`src/rtl/anacron_io_pkg.sv`:
```
// ============================================================================
// anacron_io_pkg : opcodes, command FSM states and UART bit phases.
// Rev 1.0
// ============================================================================
`default_nettype none

package anacron_io_pkg;

   localparam logic [7:0] CMD_WRITE = 8'h01;
   localparam logic [7:0] CMD_READ  = 8'h02;
   localparam logic [7:0] RESP_ACK  = 8'h01;

   typedef enum logic [1:0] {
      CMD_IDLE      = 2'd0,
      CMD_WAIT_DATA = 2'd1,
      CMD_RESP      = 2'd2
   } cmd_state_e;

   typedef enum logic [2:0] {
      PH_IDLE      = 3'd0,
      PH_LEAD      = 3'd1,
      PH_START     = 3'd2,
      PH_DATA      = 3'd3,
      PH_PARITY    = 3'd4,
      PH_STOP      = 3'd5,
      PH_TAIL      = 3'd6,
      PH_WAIT_HIGH = 3'd7
   } uart_phase_e;

   function automatic logic even_parity(input logic [7:0] b);
      return ^b;
   endfunction

endpackage

`default_nettype wire

```
`src/rtl/anacron_uart_bitclk.sv`:
```
// ============================================================================
// anacron_uart_bitclk : bit-period counter with restart, mid-bit and bit-end strobes.
// Rev 1.0
// ============================================================================
`default_nettype none

module anacron_uart_bitclk
   import anacron_io_pkg::*;
#(
   parameter int BIT_DIV = 87
) (
   input  logic clk,
   input  logic rst,
   input  logic restart_i,
   output logic mid_o,
   output logic bit_o
);

   localparam int CNT_W = $clog2(BIT_DIV);
   localparam logic [CNT_W-1:0] LAST_CNT = CNT_W'(BIT_DIV - 1);
   localparam logic [CNT_W-1:0] MID_CNT  = CNT_W'(BIT_DIV / 2 - 1);

   logic [CNT_W-1:0] cnt_q, cnt_d;

   // Restart lands the count at zero on the next cycle, so the mid strobe
   // fires BIT_DIV/2 cycles and the bit strobe BIT_DIV cycles after restart.
   always_comb begin
      cnt_d = cnt_q + 1'b1;
      if (restart_i || (cnt_q == LAST_CNT)) cnt_d = '0;
   end

   always_ff @(posedge clk) begin
      if (rst) cnt_q <= '0;
      else     cnt_q <= cnt_d;
   end

   assign mid_o = (cnt_q == MID_CNT);
   assign bit_o = (cnt_q == LAST_CNT);

endmodule

`default_nettype wire

```
`src/rtl/anacron_io_top.sv`:
```
// ============================================================================
// anacron_io_top : UART command interpreter driving 8 GPIO outputs, reading 8 inputs.
// Build option: ANACRON_PARITY_EN selects 8E1 framing instead of 8N1.  Rev 1.0
// ============================================================================
`default_nettype none

module anacron_io_top
   import anacron_io_pkg::*;
#(
   parameter int BIT_DIV     = 87,
   parameter int SYNC_STAGES = 2
) (
   input  logic       clk,
   input  logic       rst,
   input  logic [7:0] input_pins,
   output logic [7:0] output_pins,
   input  logic       rxd,
   output logic       txd,
   input  logic       cts,
   output logic       rts,
   output logic       n_tx_en
);

   logic [SYNC_STAGES-1:0] rxd_sync_q, cts_sync_q;
   logic [7:0]             pins_sync_q [SYNC_STAGES];

   always_ff @(posedge clk) begin
      if (rst) begin
         rxd_sync_q <= '1;
         cts_sync_q <= '1;
         for (int i = 0; i < SYNC_STAGES; i++) pins_sync_q[i] <= '0;
      end else begin
         rxd_sync_q[0]  <= rxd;
         cts_sync_q[0]  <= cts;
         pins_sync_q[0] <= input_pins;
         for (int i = 1; i < SYNC_STAGES; i++) begin
            rxd_sync_q[i]  <= rxd_sync_q[i-1];
            cts_sync_q[i]  <= cts_sync_q[i-1];
            pins_sync_q[i] <= pins_sync_q[i-1];
         end
      end
   end

   logic       rxd_s, cts_s;
   logic [7:0] pins_s;
   assign rxd_s  = rxd_sync_q[SYNC_STAGES-1];
   assign cts_s  = cts_sync_q[SYNC_STAGES-1];
   assign pins_s = pins_sync_q[SYNC_STAGES-1];

   // ------------------------------------------------------------ receiver
   uart_phase_e rx_phase_q, rx_phase_d;
   logic [2:0]  rx_bit_q, rx_bit_d;
   logic [7:0]  rx_sh_q, rx_sh_d;
   logic        rx_prev_q;
   logic        rx_restart, rx_mid, rx_bit, rx_done;
`ifdef ANACRON_PARITY_EN
   logic        rx_par_ok_q, rx_par_ok_d;
`endif

   anacron_uart_bitclk #(.BIT_DIV(BIT_DIV)) u_rx_bitclk (
      .clk       (clk),
      .rst       (rst),
      .restart_i (rx_restart),
      .mid_o     (rx_mid),
      .bit_o     (rx_bit)
   );

   always_comb begin
      rx_phase_d = rx_phase_q;
      rx_bit_d   = rx_bit_q;
      rx_sh_d    = rx_sh_q;
      rx_restart = 1'b0;
      rx_done    = 1'b0;
`ifdef ANACRON_PARITY_EN
      rx_par_ok_d = rx_par_ok_q;
`endif
      case (rx_phase_q)
         PH_IDLE: begin
            if (rx_prev_q && !rxd_s) begin
               rx_phase_d = PH_START;
               rx_restart = 1'b1;
            end
         end
         PH_START: begin
            // Re-aligning at mid start bit puts every later bit strobe mid-bit.
            if (rx_mid) begin
               if (rxd_s) begin
                  rx_phase_d = PH_IDLE;
               end else begin
                  rx_phase_d = PH_DATA;
                  rx_bit_d   = 3'd0;
                  rx_restart = 1'b1;
               end
            end
         end
         PH_DATA: begin
            if (rx_bit) begin
               rx_sh_d  = {rxd_s, rx_sh_q[7:1]};
               rx_bit_d = rx_bit_q + 3'd1;
`ifdef ANACRON_PARITY_EN
               if (rx_bit_q == 3'd7) rx_phase_d = PH_PARITY;
`else
               if (rx_bit_q == 3'd7) rx_phase_d = PH_STOP;
`endif
            end
         end
`ifdef ANACRON_PARITY_EN
         PH_PARITY: begin
            if (rx_bit) begin
               rx_par_ok_d = (rxd_s == even_parity(rx_sh_q));
               rx_phase_d  = PH_STOP;
            end
         end
`endif
         PH_STOP: begin
            if (rx_bit) begin
`ifdef ANACRON_PARITY_EN
               if (rxd_s && rx_par_ok_q) begin
`else
               if (rxd_s) begin
`endif
                  rx_done    = 1'b1;
                  rx_phase_d = PH_IDLE;
               end else begin
                  rx_phase_d = PH_WAIT_HIGH;
               end
            end
         end
         PH_WAIT_HIGH: begin
            if (rxd_s) rx_phase_d = PH_IDLE;
         end
         default: rx_phase_d = PH_IDLE;
      endcase
   end

   always_ff @(posedge clk) begin
      if (rst) begin
         rx_phase_q <= PH_IDLE;
         rx_bit_q   <= '0;
         rx_sh_q    <= '0;
         rx_prev_q  <= 1'b1;
`ifdef ANACRON_PARITY_EN
         rx_par_ok_q <= 1'b0;
`endif
      end else begin
         rx_phase_q <= rx_phase_d;
         rx_bit_q   <= rx_bit_d;
         rx_sh_q    <= rx_sh_d;
         rx_prev_q  <= rxd_s;
`ifdef ANACRON_PARITY_EN
         rx_par_ok_q <= rx_par_ok_d;
`endif
      end
   end

   // ------------------------------------------- holding register + command FSM
   logic [7:0] hold_q, hold_d;
   logic       hold_full_q, hold_full_d;
   cmd_state_e cmd_q, cmd_d;
   logic [7:0] resp_q, resp_d;
   logic [7:0] out_q, out_d;
   logic       rts_q, rts_d;
   logic       consume, tx_accept;
   uart_phase_e tx_phase_q, tx_phase_d;

   assign consume   = hold_full_q && ((cmd_q == CMD_IDLE) || (cmd_q == CMD_WAIT_DATA));
   assign tx_accept = (cmd_q == CMD_RESP) && (tx_phase_q == PH_IDLE) && cts_s;

   always_comb begin
      hold_d      = hold_q;
      hold_full_d = hold_full_q;
      if (consume) begin
         hold_full_d = 1'b0;
      end else if (rx_done && !hold_full_q) begin
         hold_d      = rx_sh_q;
         hold_full_d = 1'b1;
      end
   end

   always_comb begin
      cmd_d  = cmd_q;
      resp_d = resp_q;
      out_d  = out_q;
      case (cmd_q)
         CMD_IDLE: begin
            if (hold_full_q) begin
               if (hold_q == CMD_WRITE) begin
                  cmd_d = CMD_WAIT_DATA;
               end else begin
                  cmd_d  = CMD_RESP;
                  resp_d = (hold_q == CMD_READ) ? pins_s : hold_q;
               end
            end
         end
         CMD_WAIT_DATA: begin
            if (hold_full_q) begin
               out_d  = hold_q;
               resp_d = RESP_ACK;
               cmd_d  = CMD_RESP;
            end
         end
         CMD_RESP: begin
            if (tx_accept) cmd_d = CMD_IDLE;
         end
         default: cmd_d = CMD_IDLE;
      endcase
      rts_d = !hold_full_d && (cmd_d == CMD_IDLE);
   end

   always_ff @(posedge clk) begin
      if (rst) begin
         hold_q      <= '0;
         hold_full_q <= 1'b0;
         cmd_q       <= CMD_IDLE;
         resp_q      <= '0;
         out_q       <= '0;
         rts_q       <= 1'b0;
      end else begin
         hold_q      <= hold_d;
         hold_full_q <= hold_full_d;
         cmd_q       <= cmd_d;
         resp_q      <= resp_d;
         out_q       <= out_d;
         rts_q       <= rts_d;
      end
   end

   // ------------------------------------------------------------ transmitter
   logic [2:0] tx_bit_q, tx_bit_d;
   logic [7:0] tx_sh_q, tx_sh_d;
   logic       txd_q, txd_d;
   logic       n_tx_en_q, n_tx_en_d;
   logic       tx_restart, tx_bit;
`ifdef ANACRON_PARITY_EN
   logic       tx_par_q, tx_par_d;
`endif

   anacron_uart_bitclk #(.BIT_DIV(BIT_DIV)) u_tx_bitclk (
      .clk       (clk),
      .rst       (rst),
      .restart_i (tx_restart),
      .mid_o     (),
      .bit_o     (tx_bit)
   );

   always_comb begin
      tx_phase_d = tx_phase_q;
      tx_bit_d   = tx_bit_q;
      tx_sh_d    = tx_sh_q;
      txd_d      = txd_q;
      n_tx_en_d  = n_tx_en_q;
      tx_restart = 1'b0;
`ifdef ANACRON_PARITY_EN
      tx_par_d = tx_par_q;
`endif
      case (tx_phase_q)
         PH_IDLE: begin
            if (tx_accept) begin
               tx_phase_d = PH_LEAD;
               tx_sh_d    = resp_q;
               n_tx_en_d  = 1'b0;
`ifdef ANACRON_PARITY_EN
               tx_par_d = even_parity(resp_q);
`endif
            end
         end
         PH_LEAD: begin
            tx_phase_d = PH_START;
            txd_d      = 1'b0;
            tx_restart = 1'b1;
         end
         PH_START: begin
            if (tx_bit) begin
               txd_d      = tx_sh_q[0];
               tx_sh_d    = {1'b0, tx_sh_q[7:1]};
               tx_bit_d   = 3'd0;
               tx_phase_d = PH_DATA;
            end
         end
         PH_DATA: begin
            if (tx_bit) begin
               if (tx_bit_q == 3'd7) begin
`ifdef ANACRON_PARITY_EN
                  txd_d      = tx_par_q;
                  tx_phase_d = PH_PARITY;
`else
                  txd_d      = 1'b1;
                  tx_phase_d = PH_STOP;
`endif
               end else begin
                  txd_d    = tx_sh_q[0];
                  tx_sh_d  = {1'b0, tx_sh_q[7:1]};
                  tx_bit_d = tx_bit_q + 3'd1;
               end
            end
         end
`ifdef ANACRON_PARITY_EN
         PH_PARITY: begin
            if (tx_bit) begin
               txd_d      = 1'b1;
               tx_phase_d = PH_STOP;
            end
         end
`endif
         PH_STOP: begin
            if (tx_bit) tx_phase_d = PH_TAIL;
         end
         PH_TAIL: begin
            n_tx_en_d  = 1'b1;
            tx_phase_d = PH_IDLE;
         end
         default: begin
            tx_phase_d = PH_IDLE;
            txd_d      = 1'b1;
            n_tx_en_d  = 1'b1;
         end
      endcase
   end

   always_ff @(posedge clk) begin
      if (rst) begin
         tx_phase_q <= PH_IDLE;
         tx_bit_q   <= '0;
         tx_sh_q    <= '0;
         txd_q      <= 1'b1;
         n_tx_en_q  <= 1'b1;
`ifdef ANACRON_PARITY_EN
         tx_par_q <= 1'b0;
`endif
      end else begin
         tx_phase_q <= tx_phase_d;
         tx_bit_q   <= tx_bit_d;
         tx_sh_q    <= tx_sh_d;
         txd_q      <= txd_d;
         n_tx_en_q  <= n_tx_en_d;
`ifdef ANACRON_PARITY_EN
         tx_par_q <= tx_par_d;
`endif
      end
   end

   assign output_pins = out_q;
   assign txd         = txd_q;
   assign rts         = rts_q;
   assign n_tx_en     = n_tx_en_q;

endmodule

`default_nettype wire

```
`config.mk`:
```
export PLATFORM = sky130hd
export DESIGN_NAME = anacron_io_top
export DESIGN_NICKNAME = d
export VERILOG_FILES = /design/src/rtl/anacron_io_pkg.sv /design/src/rtl/anacron_uart_bitclk.sv /design/src/rtl/anacron_io_top.sv
export SDC_FILE = /design/constraint.sdc
export NUM_CORES = 1
export LEC_CHECK = 0
export ABC_CLOCK_PERIOD_IN_PS = 4200
export BUFFER_PORTS_ARGS = -buffer_cell sky130_fd_sc_hd__buf_2
export CORE_ASPECT_RATIO = 1.75
export CORE_UTILIZATION = 53
export DETAILED_ROUTE_END_ITERATION = 7
export PLACE_DENSITY = 0.71
export SETUP_SLACK_MARGIN = 0.15
export SLEW_MARGIN = 40
export SYNTH_ARGS = -nofsm -noshare
export SYNTH_HDL_FRONTEND = slang
export SYNTH_SLANG_ARGS = --single-unit
```
`constraint.sdc`:
```
create_clock -name clk -period 4.2 [get_ports clk]
set_input_delay 0.63 -clock clk [delete_from_list [all_inputs] [get_ports clk]]
set_output_delay 0.63 -clock clk [all_outputs]
set_load 0.01 [all_outputs]
```
==> results.yml <==
power:
  power.leakage_nw: 1.67
  ir_drop_v: 0.000362
  pwr_density_cell_nw_per_um2: 430
placed_design:
  io_buffer_count: 22
  dp.cells: 486
  pre_cts_slack_ns: 1.77
  hpwlAfterDp_mm: 4.79
  gp_congestion: 0.740
  placed_area_um2: 3910
yosys:
  syn_avg_cell_area_um2: 9.43
  post-synth-top-count-cell: "dfxtp_1"
  synth-seq-cells: 93
  ys_async_sr_fraction_pct: 0
  ys_top_cells_by_area: "dfxtp_1 49%, mux2i_1 7.4%, nor2_1 4.2%"
  synthFlopType: "dfxtp_1"
  synthTopCellsByCount: "93 x dfxtp_1, 42 x nor2_1, 29 x a21oi_1, 29 x nand2_1, 28 x mux2i_1"
  synth_cells: 401
  yosysSeqAreaShare_pct: 49.2
  syn_nets: 421
  netlist_area_um2: 3780
  yosys.area.top_type: "dfxtp_1"
  synth_cell_types: 52
  synth_top_area_share_pct: 49.2
  synth_edf_count: 0
  yosysWarningCount: 0
sta:
  setup_ws_ns: 2.23
  maxSlewHeadroom_pct: 51.5
  setup_violations: 0
  finalCriticalPeriod_ns: 1.97
  hold_viol: 0
  fin_worst_skew_ns: 0.00656
  rsz0062_at_grt: "false"
  slew_viol_final: 0
  period_share_pct: 46.9
  fmax_mhz: 508
  fin_setup_tns_ns: 0
  tightest_slew_ns: 0.720
layout:
  nets: 433
  instances_no_fill: 502
  regArea_um2: 1860
  multi_input_area_um2: 1790
  area.growth.synth_to_final_pct: 11.5
  drive_above_1_share_pct: 12.0
  final_area_um2: 4220
  antenna_cells: 0
  fill_cells: 598
clock_tree:
  clk_pin_slew_ns: 0.06
  htree_levels: 3
  cts.path.max_buffers: 2
  holdBufCountCts: 0
  cts_root_buf: "clkbuf_16"
  post_cts_buffers: 0
  cts_tree: "yes"
  cts-resized-gates: 0
  numClockSinks: 93
  cts_buffers: 9
  worstSkewPairLatency_ns: 0.33
global_route:
  grt_overflow: 0
  grt_max_degree: 51
  grt_use_met3_pct: 3.90
  grt-busiest-layer: "met2"
  grt_pass1_wl_mm: 11.8
  grt_pass1_vias: 2748
  grt_usage_pct: 20.3
  met1_usage_pct: 22.2
  use_met2_pct: 35.0
  antenna_found_initial: 0
worst_setup_path:
  crit_fanout: 15
  crit_chain: "nor4bb_1 > nand4_1 > mux2i_1 > nor2_1"
  crit_path_end_kind: "register"
  reg2reg_slack_ns: 2.23
  slowest_delay_ns: 0.62
  worstSetupStartpointType: "register"
  critical_path_class: "register to register"
  required_ns: 4.40
  critPathSlowestCell: "dfxtp_1"
  critical_path_arrival_ns: 2.17
detailed_routing:
  routed_wl_mm: 6.96
  wire_per_inst_um: 13.9
  vias_per_cell: 5.57
  drc: 0
  detail-route-antenna-nets: 0
  vias: 2795
  drt_pass1_iterations: 4
  drtIter0Drc: 105
flow_run:
  max_cap_viol_count: 0
die:
  die_area_um2: 7490
  fp.coreArea_um2: 6860
  die_y_um: 114
  die_w_um: 65.9
  pin_count: 23
  rows: 40
  initial_core_util_pct: 55.1
status:
  status: "completed"
worst_hold_path:
  hold_class: "register to register"
-- worst max-delay path, delay by kind of cell (launching register included) --
kind | cells | cell delay, ns
flops | 1 | 0.62
mux | 1 | 0.34
simple gates | 3 | 0.87
-- worst paths after layout --
path | start | end | depth (start not counted)
min | rxd_sync_q[0] | rxd_sync_q[1] | 1
min reg2reg | rxd_sync_q[0] | rxd_sync_q[1] | 1
max | rx_phase_q[0] | hold_q[2] | 4
max reg2reg | rx_phase_q[0] | hold_q[2] | 4
-- per-stage QoR --
stage          hold slack [ns]  utilization [%]  power [W]
4_1_cts                  0.416             61.5    0.00183
3_3_place_gp             0.396             57.0    0.00103
2_1_floorplan            0.389                -    0.00101
3_5_place_dp             0.399             57.0    0.00103
6_report                 0.412             61.5    0.00181
5_1_grt                  0.436             61.5    0.00188
-- routing by layer --
metal	routed length (um)	part of all wire, %
met1	3070	44
met2	3480	50
met3	198	2.8
met4	217	3.1
met5	0	0
-- layout by cell type, fill, tap and decap left out, types with 3 or more instances in the layout --
cell and instances:
nand3_1 16, dfxtp_1 93, buf_2 21, and4_1 3
xor2_1 5, nor2_1 42, nand2b_1 9, inv_1 8
nor2b_1 23, a211oi_1 7, clkbuf_16 9, o21ai_0 3
mux2i_1 28, ha_1 8, and4bb_2 3, nor3_1 10
and3_1 4, o2bb2ai_1 7, nand2_1 29, or2_2 7
nand4_1 3, a21oi_1 29, xnor2_1 5
-- cells by family (layout without fill, tap and decap cells) --
logic type	after synthesis	in the layout	share of synthesized area (%)
AND/OR/NAND/NOR	166	166	23.4
XOR/XNOR	10	10	2.32
multiplexers	28	28	7.41
flip-flops	93	93	49.2
adder cells (fa/ha/maj)	8	8	2.65
buffers and inverters	31	48	3.34
AO/OA/AOI/OAI	65	65	11.6
-- power breakdown --
| group | leakage, nW | switching (W) | internal, W | total, W |
|---|---|---|---|---|
| clock network | 0.150 | 0.000305 | 0.000494 | 0.000799 |
| registers | 0.755 | 0.0000253 | 0.000902 | 0.000927 |
| logic | 0.763 | 0.0000483 | 0.0000388 | 0.0000871 |
-- state kept, by name (all words and copies together), names as in the netlist, 7 cells and up --
name / cells
pins_sync_q: 16
hold_q: 8
output_pins: 8
resp_q: 8
rx_sh_q: 8
tx_sh_q: 8
u_rx_bitclk.cnt_q: 7
u_tx_bitclk.cnt_q: 7
-- layout make-up --
| cell class | count | share of cell area, % |
|---|---|---|
| clock buffers | 13 | 6.17 |
| clock inverters | 3 | 1.04 |
| inverters | 9 | 0.801 |
| multi-input cells | 277 | 42.5 |
| flip-flops and latches | 93 | 44.1 |
| well taps | 84 | 2.49 |
| repair buffers | 23 | 2.85 |
(Power assumes the default switching activity.)
